<file path="src/rtl/plic_core.sv">
// plic_core: interrupt-processing core of a RISC-V PLIC (no bus interface).
// Per-source gateway (level/edge capture, pending and in-service tracking) feeding a per-target
// arbiter (enable mask, priority, threshold, highest-priority / lowest-ID selection).
//
// Ports:
//   clk_i         single clock, rising edge
//   rst_ni        synchronous active-low reset
//   intr_src_i    raw interrupt lines, bit k is source ID k+1
//   le_i          per-source trigger mode, 0 = level, 1 = rising edge
//   prio_i        per-source priority, source bit k at [k*PRIOW +: PRIOW]
//   ie_i          per-target enable mask, target t at [t*N_SOURCE +: N_SOURCE]
//   threshold_i   per-target priority threshold
//   claim_i       per-target claim strobe, claims that target's current irq_id_o
//   complete_i    per-target completion strobe
//   complete_id_i per-target ID being completed
//   ip_o          pending bits (registered)
//   irq_o         per-target interrupt request (registered)
//   irq_id_o      per-target winning source ID, 0 when no request (registered)
module plic_core #(
  parameter int unsigned N_SOURCE = 32,
  parameter int unsigned N_TARGET = 1,
  parameter int unsigned MAX_PRIO = 7,
  localparam int unsigned PRIOW = $clog2(MAX_PRIO + 1),
  localparam int unsigned SRCW  = $clog2(N_SOURCE + 1)
) (
  input  logic                         clk_i,
  input  logic                         rst_ni,
  input  logic [N_SOURCE-1:0]          intr_src_i,
  input  logic [N_SOURCE-1:0]          le_i,
  input  logic [N_SOURCE*PRIOW-1:0]    prio_i,
  input  logic [N_TARGET*N_SOURCE-1:0] ie_i,
  input  logic [N_TARGET*PRIOW-1:0]    threshold_i,
  input  logic [N_TARGET-1:0]          claim_i,
  input  logic [N_TARGET-1:0]          complete_i,
  input  logic [N_TARGET*SRCW-1:0]     complete_id_i,
  output logic [N_SOURCE-1:0]          ip_o,
  output logic [N_TARGET-1:0]          irq_o,
  output logic [N_TARGET*SRCW-1:0]     irq_id_o
);

  logic [N_SOURCE-1:0]       src_q;
  logic [N_SOURCE-1:0]       ip_q, ip_d;
  logic [N_SOURCE-1:0]       ia_q, ia_d;
  logic [N_TARGET-1:0]       irq_q, irq_d;
  logic [N_TARGET*SRCW-1:0]  irq_id_q, irq_id_d;

  logic [N_SOURCE-1:0]       claim_vec;
  logic [N_SOURCE-1:0]       complete_vec;
  logic [N_SOURCE-1:0]       set_vec;

  logic [PRIOW-1:0]          max_prio [N_TARGET];
  logic [SRCW-1:0]           win_id   [N_TARGET];

  // Claim/complete decode. ID 0 never matches a source; IDs above N_SOURCE match nothing.
  always_comb begin
    claim_vec    = '0;
    complete_vec = '0;
    for (int k = 0; k < int'(N_SOURCE); k++) begin
      for (int t = 0; t < int'(N_TARGET); t++) begin
        if (claim_i[t] && (irq_id_q[t*SRCW +: SRCW] == SRCW'(k + 1))) begin
          claim_vec[k] = 1'b1;
        end
        if (complete_i[t] && (complete_id_i[t*SRCW +: SRCW] == SRCW'(k + 1))) begin
          complete_vec[k] = 1'b1;
        end
      end
    end
  end

  // Gateway: pending is only raised while the source is not in service, so a claimed source
  // stays gated until completed. A complete that arrives while still pending is ignored.
  always_comb begin
    set_vec = (le_i & intr_src_i & ~src_q) | (~le_i & intr_src_i);
    ip_d    = (ip_q | (set_vec & ~ia_q & ~ip_q)) & ~(ip_q & claim_vec);
    ia_d    = (ia_q | (set_vec & ~ia_q)) & ~(ia_q & ~ip_q & complete_vec);
  end

  // Arbiter: strict '>' keeps the lowest ID on ties and stops priority-0 sources from winning.
  always_comb begin
    irq_d    = '0;
    irq_id_d = '0;
    for (int t = 0; t < int'(N_TARGET); t++) begin
      max_prio[t] = '0;
      win_id[t]   = '0;
      for (int k = 0; k < int'(N_SOURCE); k++) begin
        if (ip_q[k] && ie_i[t*N_SOURCE + k] &&
            (prio_i[k*PRIOW +: PRIOW] > max_prio[t])) begin
          max_prio[t] = prio_i[k*PRIOW +: PRIOW];
          win_id[t]   = SRCW'(k + 1);
        end
      end
      irq_d[t]                 = max_prio[t] > threshold_i[t*PRIOW +: PRIOW];
      irq_id_d[t*SRCW +: SRCW] = irq_d[t] ? win_id[t] : '0;
    end
  end

  always_ff @(posedge clk_i) begin
    if (!rst_ni) begin
      src_q    <= '0;
      ip_q     <= '0;
      ia_q     <= '0;
      irq_q    <= '0;
      irq_id_q <= '0;
    end else begin
      src_q    <= intr_src_i;
      ip_q     <= ip_d;
      ia_q     <= ia_d;
      irq_q    <= irq_d;
      irq_id_q <= irq_id_d;
    end
  end

  assign ip_o     = ip_q;
  assign irq_o    = irq_q;
  assign irq_id_o = irq_id_q;

endmodule

</file>
<file path="config.mk">
export PLATFORM = sky130hd
export DESIGN_NAME = plic_core
export DESIGN_NICKNAME = d
export VERILOG_FILES = /design/src/rtl/plic_core.sv
export SDC_FILE = /design/constraint.sdc
export NUM_CORES = 1
export LEC_CHECK = 0
export ABC_AREA = 1
export CORE_UTILIZATION = 44
export DETAILED_ROUTE_END_ITERATION = 7
export PLACE_DENSITY = 0.87
export SLEW_MARGIN = 10
export SYNTH_ARGS = -nofsm -noshare
export SYNTH_HDL_FRONTEND = slang
export SYNTH_SLANG_ARGS = --single-unit
</file>
<file path="constraint.sdc">
create_clock -name clk_i -period 37.2 [get_ports clk_i]
set_input_delay 7.44 -clock clk_i [delete_from_list [all_inputs] [get_ports clk_i]]
set_output_delay 7.44 -clock clk_i [all_outputs]
set_load 0.005 [all_outputs]
</file>
==> Word level (Yosys, flattened, before mapping) <==
Cells that the tools add are included.
{ "classes": {"add_sub_neg": 0, "multipliers": 0, "div_mod_pow": 0, "magnitude_cmp": 33, "n_eq_ne": 64, "shift": 0, "n_mux": 128, "bitwise_logic": 21, "n_reduce_logical": 130} }
{ "ops": {"columns": ["op", "n"], "rows": [
  ["32-bit AND", 10],
  ["6-bit by 5-bit == test with 1-bit output, second input constant", 32],
  ["32-bit NOT", 6],
  ["6-bit two-way mux", 31],
  ["1-bit logical AND", 128],
  ["6-bit by 4-bit == test with 1-bit output, second input constant", 16],
  ["3-bit greater-than comparator", 32],
  ["3-bit two-way mux", 32],
  ["32-bit bitwise OR", 3],
  ["1-bit two-way mux", 65],
  ["6-bit by 3-bit == test with 1-bit output, second input constant", 8],
  ["6-bit by 2-bit == test with 1-bit output, second input constant", 4],
  ["6-bit by 1-bit == test with 1-bit output, second input constant", 2],
  ["6-bit == test, second input constant", 2],
  ["3-bit by 1-bit greater-than comparator with 1-bit output, second input constant", 1],
  ["3-bit OR reduction", 1],
  ["1-bit NOT", 2],
  ["2-bit AND reduction", 1]
]} }
{ "totals": {"regBits": 103, "latch_bits": 0, "ramBits": 0, "mem_bits_ro": 0, "input_bits": 205, "word_cells": 382, "n_memories": 0} }

==> Longest topological paths before layout <==
Gate-level depths: netlist of the first run.
{ "depth": {"ltp_word": 99, "ltp_mapped": 250, "mapped_depth_nobuf": 250} }

==> Least setup slack after synthesis of the first run <==
No wires, ideal clock.
{ "synth_timing": {"path_type": "input-to-reg", "startpoint": "input port ie_i[0]", "endpoint": "register irq_id_q[0] (netlist: irq_id_o[0])", "arrival_time_ps": 37170, "path_slack_ps": -41, "cell_stages": 227, "n_path_buf": 0, "path_cell_list": "nand2_1 inv_2 nand3_1 ha_1 nand3_1 nand2_1 nand2_4 nand2_1 o21ai_1 ha_1 inv_1 o21bai_1 inv_1 nand2_4 nand2_4 nand2_1 o21ai_0 ha_1 (+191 left out) or2_2 nand2_1 ha_1 nand2_1 o21ai_0 nand4_1 inv_1 nand2_1 o21ai_1 ha_1 nand2_1 nor2_1 a211oi_1 nor3_1 inv_1 nor2_1 inv_1 a21oi_1"} }
{ "synth_between": {"elab_chain_cells": 99, "word_cells_on_any_way": 130, "cone_classes": "order compare: 32; mux: 63; bitwise: 1; reduce/logical: 34"} }
{ "synth_rtl": {"columns": ["element", "line", "text"], "rows": [
  ["from (decl)", "31", "input logic [N_TARGET*N_SOURCE-1:0] ie_i,"],
  ["1-bit logical AND * (2 in series)", "86", "if (ip_q[k] && ie_i[t*N_SOURCE + k] &&"],
  ["3-bit two-way mux", "86", null],
  ["3-bit greater-than comparator", "87", "(prio_i[k*PRIOW +: PRIOW] > max_prio[t])) begin"],
  ["1-bit logical AND", "86", null],
  ["3-bit two-way mux", "86", null],
  ["3-bit greater-than comparator", "87", null],
  ["1-bit logical AND", "86", null],
  ["3-bit two-way mux", "86", null],
  ["(+82 left out)", null, null],
  ["1-bit logical AND", "86", null],
  ["3-bit two-way mux", "86", null],
  ["3-bit greater-than comparator", "87", null],
  ["1-bit logical AND", "86", null],
  ["3-bit two-way mux", "86", null],
  ["3-bit greater-than comparator", "92", "irq_d[t] = max_prio[t] > threshold_i[t*PRIOW +: PRIOW];"],
  ["1-bit NOT (no line)", null, null],
  ["3-bit OR reduction (no line)", null, null],
  ["to (signal assigned)", "109", "irq_id_q <= irq_id_d;"],
  ["to (decl)", "45", "logic [N_TARGET*SRCW-1:0] irq_id_q, irq_id_d;"]
]} }
Mark *: on every way between the ends. The rest lies on a longest branch, timed or not.
A chain may end at the register's enable or synchronous reset.

==> Worst setup path in the final report of the first run <==
Same ends and word-level chain as after synthesis.

==> out/results.txt, run 1 <==
Ys async rst share: 0
Fraction of layout cells with a size suffix above 1: 0.296
Die area: 19100 sq um
Fin nets: 1945
Max_cap viols: 0
Post-layout util: 0.746
Psw: 0.000264 W
Hold buffers post-CTS: 0
Syn_area_per_cell: 6.32 sq um
GR Util All Layers: 0.281
Flop pwr share: 0.214
Peak Freq: 27.1 MHz
Total number of vias: 10531
Pwr Density: 46.5 nW/um^2
First-iteration detailed-routing DRC count: 705
Final Wtd Congestion: 0.928
CP endpoint kind: flip-flop
Htree depth: 3
Most used DFF post-synth: dfxtp_1
CP most frequent cell: nand2_4
Pin count of the biggest net entering global routing: 66
Rel. slew slack: 0.484
Clock-pin slew on the worst setup and hold paths: 70 ps
Logic gate share of total power: 0.645
Power Internal: 0.000362 W
Cts bufs inserted: 9
Switching power share of the total: 0.422
Cells after Synth: 1289
Remaining Overflow, GRT: 0
Total I/O pin count: 244
Initial antenna violation count: 0
CP startpoint kind: input pin
Clock share of power: 0.141
Setup-failing EPs final: 0
Final setup skew: 8.62 ps
Longest Clk Path Bufs: 2
Most instantiated library cell after synthesis: nand2_1
Worst skew pair latency: 350 ps
Die height: 138 um
Fill cells: 1241
Post-Syn Area: 8150 sq um
Synth area leader: dfxtp_1
Clk sinks: 103
Core area: 18000 sq um
Diodes inserted: 0
First-pass GRT wire length: 44.4 mm
CTS tree: built
Req. time, crit path: 37490 ps
WL/cell: 16.7 um
Hold crit path type: flip-flop to flip-flop
Layout area overhead: 65.2%
Dpl ws: -2980 ps
EDFF count, synth: 0
Initial Utilization: 0.452
Placed instance count: 1871
Final Max Slew Viols: 0
Top post-synthesis cells by area: dfxtp_1 25%, nand2_1 14%, inv_1 9.3%
Slowest cell on crit path: clkdlybuf4s50_1
IO Port Bufs: 243
Worst path arrival time: 37200 ps
Setup Crit Path Kind: input pin to flip-flop
Final HPWL DP: 22.2 mm
Commonest cells post-synth: 304 x nand2_1, 201 x inv_1, 113 x nor2_1, 103 x dfxtp_1, 96 x nand3_1
Worst-margin pin slew: 768 ps
Post-route ant nets: 0
Cell Count, Final, Fillers Out: 1932
Largest vdd supply drop: 0.0310 mV
Final hold vios: 0
Post-DR vias/cell: 5.45
Synthesized flop and latch total: 103
Number of global-route vias before repair: 9726
Syn. warnings: 0
Period utilisation layout: 0.992
Tmin final: 36920 ps
Post-synthesis sequential area ratio: 0.253
Cell Rows: 49
Status: finished clean
Final WS setup: 284 ps
Post-synth net total: 1535
Synth top area share: 0.253
Die X: 138 um
Synth unique cells: 44
Critical path fanouts, max: 5
WL final: 32.2 mm
Residual DRC: 0
LEAKAGE: 6.59 nW
CTS Root Cell: clkbuf_16
CP max stage delay: 480 ps
Drt first pass iters: 6
## metal layers
layer / global-route usage / vias up / routed length (um) / share of wire
met3: 0.0457 / 147 / 2330 / 0.072
met4: 0.0972 / 0 / 1460 / 0.045
met5: 0 / - / 0 / 0
met1: 0.330 / 4823 / 12300 / 0.38
li1: - / 5015 / - / -
met2: 0.514 / 546 / 16100 / 0.50
## cell families after synthesis
| group | after synthesis | synth area share |
|---|---|---|
| AND/OR/NAND/NOR | 698 | 0.418 |
| buffers and inverters | 232 | 0.107 |
| AO/OA/AOI/OAI | 215 | 0.159 |
| flip-flops | 103 | 0.253 |
| adder cells (fa/ha/maj) | 41 | 0.0630 |
## repair_timing
action	CTS	global route
pin swaps	22	149
gates resized for setup	76	197
setup endpoints to repair	7	7
setup buffers	3	43
## sequential cells by signal (all words and copies together) (netlist names)
name	flops
ia_q	32
src_q	32
irq_id_o	6
irq_o	1
ip_o	32
## critical path: cells and delay by family
| family | cells | cell delay, ps |
|---|---|---|
| AOI/OAI and AO/OA | 45 | 5630 |
| adders and majority gates | 31 | 8260 |
| buffers and inverters | 16 | 1780 |
| and+or+nand+nor | 143 | 14080 |
## path summary, 6_finish.rpt
| path | from | endpoint | slack, ps | cells past startpoint |
|---|---|---|---|---|
| worst min register to register | ia_q[12] | ia_q[12] | 460 | 2 |
| worst max register to register | ip_o[0] | irq_id_o[0] | 7440 | 234 |
| worst min-delay path | ia_q[12] | ia_q[12] | 460 | 2 |
| worst max-delay path | ie_i[0] | irq_id_o[0] | 280 | 235 |
## layout make-up
type	count	area [sq um]	share of cell area
multi-input combinational	954	6310	0.469
timing repair buffer	411	3700	0.275
sequential	103	2060	0.153
inverter	220	827	0.0615
tap	229	287	0.0213
clock buffer	12	246	0.0183
clock inverter	3	20.0	0.00149
## cells in the final DEF, fill, tap and decap left out, types with 9 or more instances in the layout
cell type / n
nand2_4: 39
nand3_2: 44
nand3_1: 85
nand2_2: 82
o21ai_4: 17
inv_1: 193
clkbuf_16: 9
o31ai_1: 10
o21ai_2: 28
inv_2: 25
buf_4: 165
or2_4: 9
a31oi_1: 11
ha_4: 23
nor2_2: 10
nand2_1: 267
a21oi_1: 58
ha_1: 18
clkdlybuf4s50_1: 240
nor3_1: 15
dfxtp_1: 103
a21oi_2: 10
nor2_1: 101
o21ai_0: 37
## per-stage QoR
| step | hold WS, ps | setup TNS, ps | power [W] | instance area, sq um |
|---|---|---|---|---|
| after global placement | 444 | -7100 | 0.000408 | 11700 |
| after floorplan | 433 | 0 | 0.000307 | 8150 |
| final | 465 | 0 | 0.000626 | 13500 |
| after detailed placement | 458 | -19980 | 0.000420 | 11700 |
| after global routing | 489 | -8060 | 0.000663 | 13500 |
| after CTS | 467 | 0 | 0.000522 | 12200 |
## power by group through the flow
| stage | combinational (W) | sequential [W] | clock, W |
|---|---|---|---|
| after global routing | 0.000436 | 0.000135 | 0.0000926 |
| final | 0.000404 | 0.000134 | 0.0000882 |
| after floorplan | 0.000176 | 0.000132 | 0 |
| after global placement | 0.000273 | 0.000135 | 0 |
| after detailed placement | 0.000285 | 0.000135 | 0 |
| after CTS | 0.000301 | 0.000133 | 0.0000880 |
Note: power is estimated with default switching activity, not from simulation.
==> run 2: changes to the inputs <==
--- a/config.mk
+++ b/config.mk
@@ -5,8 +5,7 @@
 export SDC_FILE = /design/constraint.sdc
 export NUM_CORES = 1
 export LEC_CHECK = 0
-export ABC_AREA = 1
-export CORE_UTILIZATION = 44
+export CORE_UTILIZATION = 45
 export DETAILED_ROUTE_END_ITERATION = 7
 export PLACE_DENSITY = 0.87
 export SLEW_MARGIN = 10
==> out/results.txt, run 2 <==
Critical path fanouts, max: 5 (unchanged)
Largest vdd supply drop: 0.0404 mV (+30%)
Max_cap viols: 0 (unchanged)
Most used DFF post-synth: dfxtp_1
Final hold slack: 472 ps (+7.07 ps)
EDFF count, synth: 0 (unchanged)
Pin count of the biggest net entering global routing: 58 (-12%)
Post-synth net total: 1504 (-2.0%)
Die height: 144 um (+4.4%)
Syn. warnings: 0 (unchanged)
Synth unique cells: 104 (+140%)
Remaining Overflow, GRT: 0 (unchanged)
GR Util All Layers: 0.371 (+0.0901)
CP max stage delay: 400 ps (-80 ps)
Total number of vias: 13361 (+27%)
Core area: 19700 sq um (+9.0%)
Synth area leader: dfxtp_1
Register-to-register setup slack: -3050 ps (-10490 ps)
Hold crit path type: flip-flop to flip-flop
Pwr Density: 47.0 nW/um^2 (+1.0%)
Syn_area_per_cell: 7.23 sq um (+14%)
Status: finished, violations left
Clock-pin slew on the worst setup and hold paths: 70 ps (about the same)
Cells after Synth: 1258 (-2.4%)
Top post-synthesis cells by area: dfxtp_1 23%, ha_1 5.6%, nor2_1 5.5%
Post-layout util: 0.818 (+0.0718)
Commonest cells post-synth: 134 x nor2_1, 124 x nand2_1, 103 x dfxtp_1, 96 x inv_1, 94 x a21oi_1
Unrepaired setup endpoints after global routing: yes
Most frequent cells in the layout: 352 x buf_4, 236 x clkdlybuf4s50_1, 112 x nand2_1, 103 x dfxtp_1, 101 x nor2_1
Period utilisation layout: 1.26 (+0.271)
Initial Utilization: 0.463 (+0.0106)
Req. time, crit path: 37460 ps (-30 ps)
Initial antenna violation count: 2 (+2)
Longest Clk Path Bufs: 2 (unchanged)
Total I/O pin count: 244 (unchanged)
Cts bufs inserted: 9 (unchanged)
Final Max Slew Viols: 0 (unchanged)
Clk sinks: 103 (unchanged)
CTS Root Cell: clkbuf_16
Commonest non-fill, non-tap cell in the layout: buf_4
Switching power share of the total: 0.420 (-0.00214)
WL/cell: 21.0 um (+26%)
Power Internal: 0.000439 W (+21%)
Post-route ant nets: 0 (unchanged)
Logic gate share of total power: 0.695 (+0.050)
CP startpoint kind: input pin
Number of global-route vias before repair: 12193 (+25%)
Final Cell Area: 16100 sq um (+20%)
Fraction of layout cells with a size suffix above 1: 0.340 (+0.0437)
Die area: 20800 sq um (+9.0%)
Psw: 0.000317 W (+20%)
Fin nets: 2093 (+7.6%)
Synth top area share: 0.227 (-0.0263)
CP endpoint kind: flip-flop
Area occupied by multi-input gates: 7880 sq um (+25%)
Final HPWL DP: 29.1 mm (+31%)
Flop pwr share: 0.178 (-0.036)
Ys async rst share: 0 (unchanged)
Worst-margin pin slew: 843 ps (+75.3 ps)
Slowest cell on crit path: or3_4
Drt first pass iters: 8 (+2)
Die X: 144 um (+4.4%)
Final setup skew: 13.2 ps (+4.57 ps)
Residual DRC: 0 (unchanged)
Fill cells: 1193 (-3.9%)
Setup Crit Path Kind: input pin to flip-flop
Cell Count, Final, Fillers Out: 2118 (+9.6%)
Post-Syn Area: 9090 sq um (+12%)
CP most frequent cell: ha_4
Cell Rows: 51 (+4.1%)
Post-DR vias/cell: 6.31 (+16%)
Post-synthesis sequential area ratio: 0.227 (-0.0263)
WL final: 44.5 mm (+38%)
Final Wtd Congestion: 0.946 (+1.9%)
Worst skew pair latency: 350 ps (about the same)
Rel. slew slack: 0.437 (-0.0475)
First-iteration detailed-routing DRC count: 1247 (+77%)
Final hold vios: 0 (unchanged)
Peak Freq: 21.3 MHz (-21%)
Tmin final: 47010 ps (+10100 ps)
Total power: 0.000756 W (+21%)
Most instantiated library cell after synthesis: nor2_1
Worst path arrival time: 47280 ps (+10080 ps)
Area after DPL: 14000 sq um (+19%)
Setup-failing EPs final: 7 (+7)
IO Port Bufs: 243 (unchanged)
Placed instance count: 1973 (+5.5%)
Register area: 2060 sq um (unchanged)
Failing checks: negative setup slack
Final WS setup: -9810 ps (-10100 ps)
Htree depth: 3 (unchanged)
LEAKAGE: 6.81 nW (+3.4%)
CTS tree: built
Synthesized flop and latch total: 103 (unchanged)
Layout area overhead: 76.9%
Clock share of power: 0.126 (-0.015)
First-pass GRT wire length: 60.6 mm (+37%)
run 2: through the flow:
step / setup slack (ps) / TNS, ps
global route: -11250 / -78040
floorplan: -7370 / -51110
detailed placement: -9600 / -66270
global placement: -8280 / -57190
CTS: -7860 / -54430
finish: -9810 / -67960
run 2: repair_timing:
item / CTS / global route
buffers inserted: 100 / 29
setup endpoints to repair: 7 / 7
gates resized for setup: 85 / 90
cloned: 0 / 0
pin swaps: 155 / 151
hold buffers: 0 / 0
run 2: cell type report:
| class | count | area share |
|---|---|---|
| clock inverters | 7 | 0.00490 |
| multi-input cells | 1036 | 0.490 |
| well taps | 265 | 0.0206 |
| flip-flops and latches | 103 | 0.128 |
| clock buffers | 9 | 0.0140 |
| diodes | 1 | 0.000156 |
| repair buffers | 600 | 0.319 |
| inverters | 97 | 0.0230 |
run 2: worst paths after layout:
| check | startpoint | end | cells after the start |
|---|---|---|---|
| max | ie_i[0] | irq_id_o[4] | 228 |
| min | ia_q[4] | ia_q[4] | 2 |
| max reg2reg | ip_o[0] | irq_id_o[4] | 227 |
| min reg2reg | ia_q[4] | ia_q[4] | 2 |
run 2: cells by family (layout without fill, tap and decap cells):
group	count (synthesis)	count (layout)	synth area share
and+or+nand+nor	557	557	0.310
AOI/OAI and AO/OA	424	424	0.338
buffers and inverters	119	713	0.0520
DFF	103	103	0.227
adders and majority gates	47	47	0.0633
muxes	8	8	0.00991
other	0	1	0
run 2: routing by layer:
| metal | up-vias | track usage | routed length [um] |
|---|---|---|---|
| met5 | - | 0 | 13 |
| met1 | 6242 | 0.443 | 16500 |
| met4 | 2 | 0.149 | 2660 |
| li1 | 5915 | - | - |
| met3 | 266 | 0.0745 | 4380 |
| met2 | 936 | 0.648 | 21000 |
run 2: power groups by stage:
stage | Clock [W] | Sequential [W] | Combinational, W
floorplan | 0 | 0.000132 | 0.000219
global placement | 0 | 0.000136 | 0.000370
detailed placement | 0 | 0.000136 | 0.000380
CTS | 0.0000952 | 0.000134 | 0.000440
global route | 0.000100 | 0.000136 | 0.000554
finish | 0.0000954 | 0.000135 | 0.000526
run 2: critical path, delay by kind of cell:
family / cells / cell delay, ps
compound gates: 93 / 16240
fa+ha+maj: 37 / 9690
simple gates: 80 / 11000
buf+inv: 13 / 1150
mux: 5 / 1580
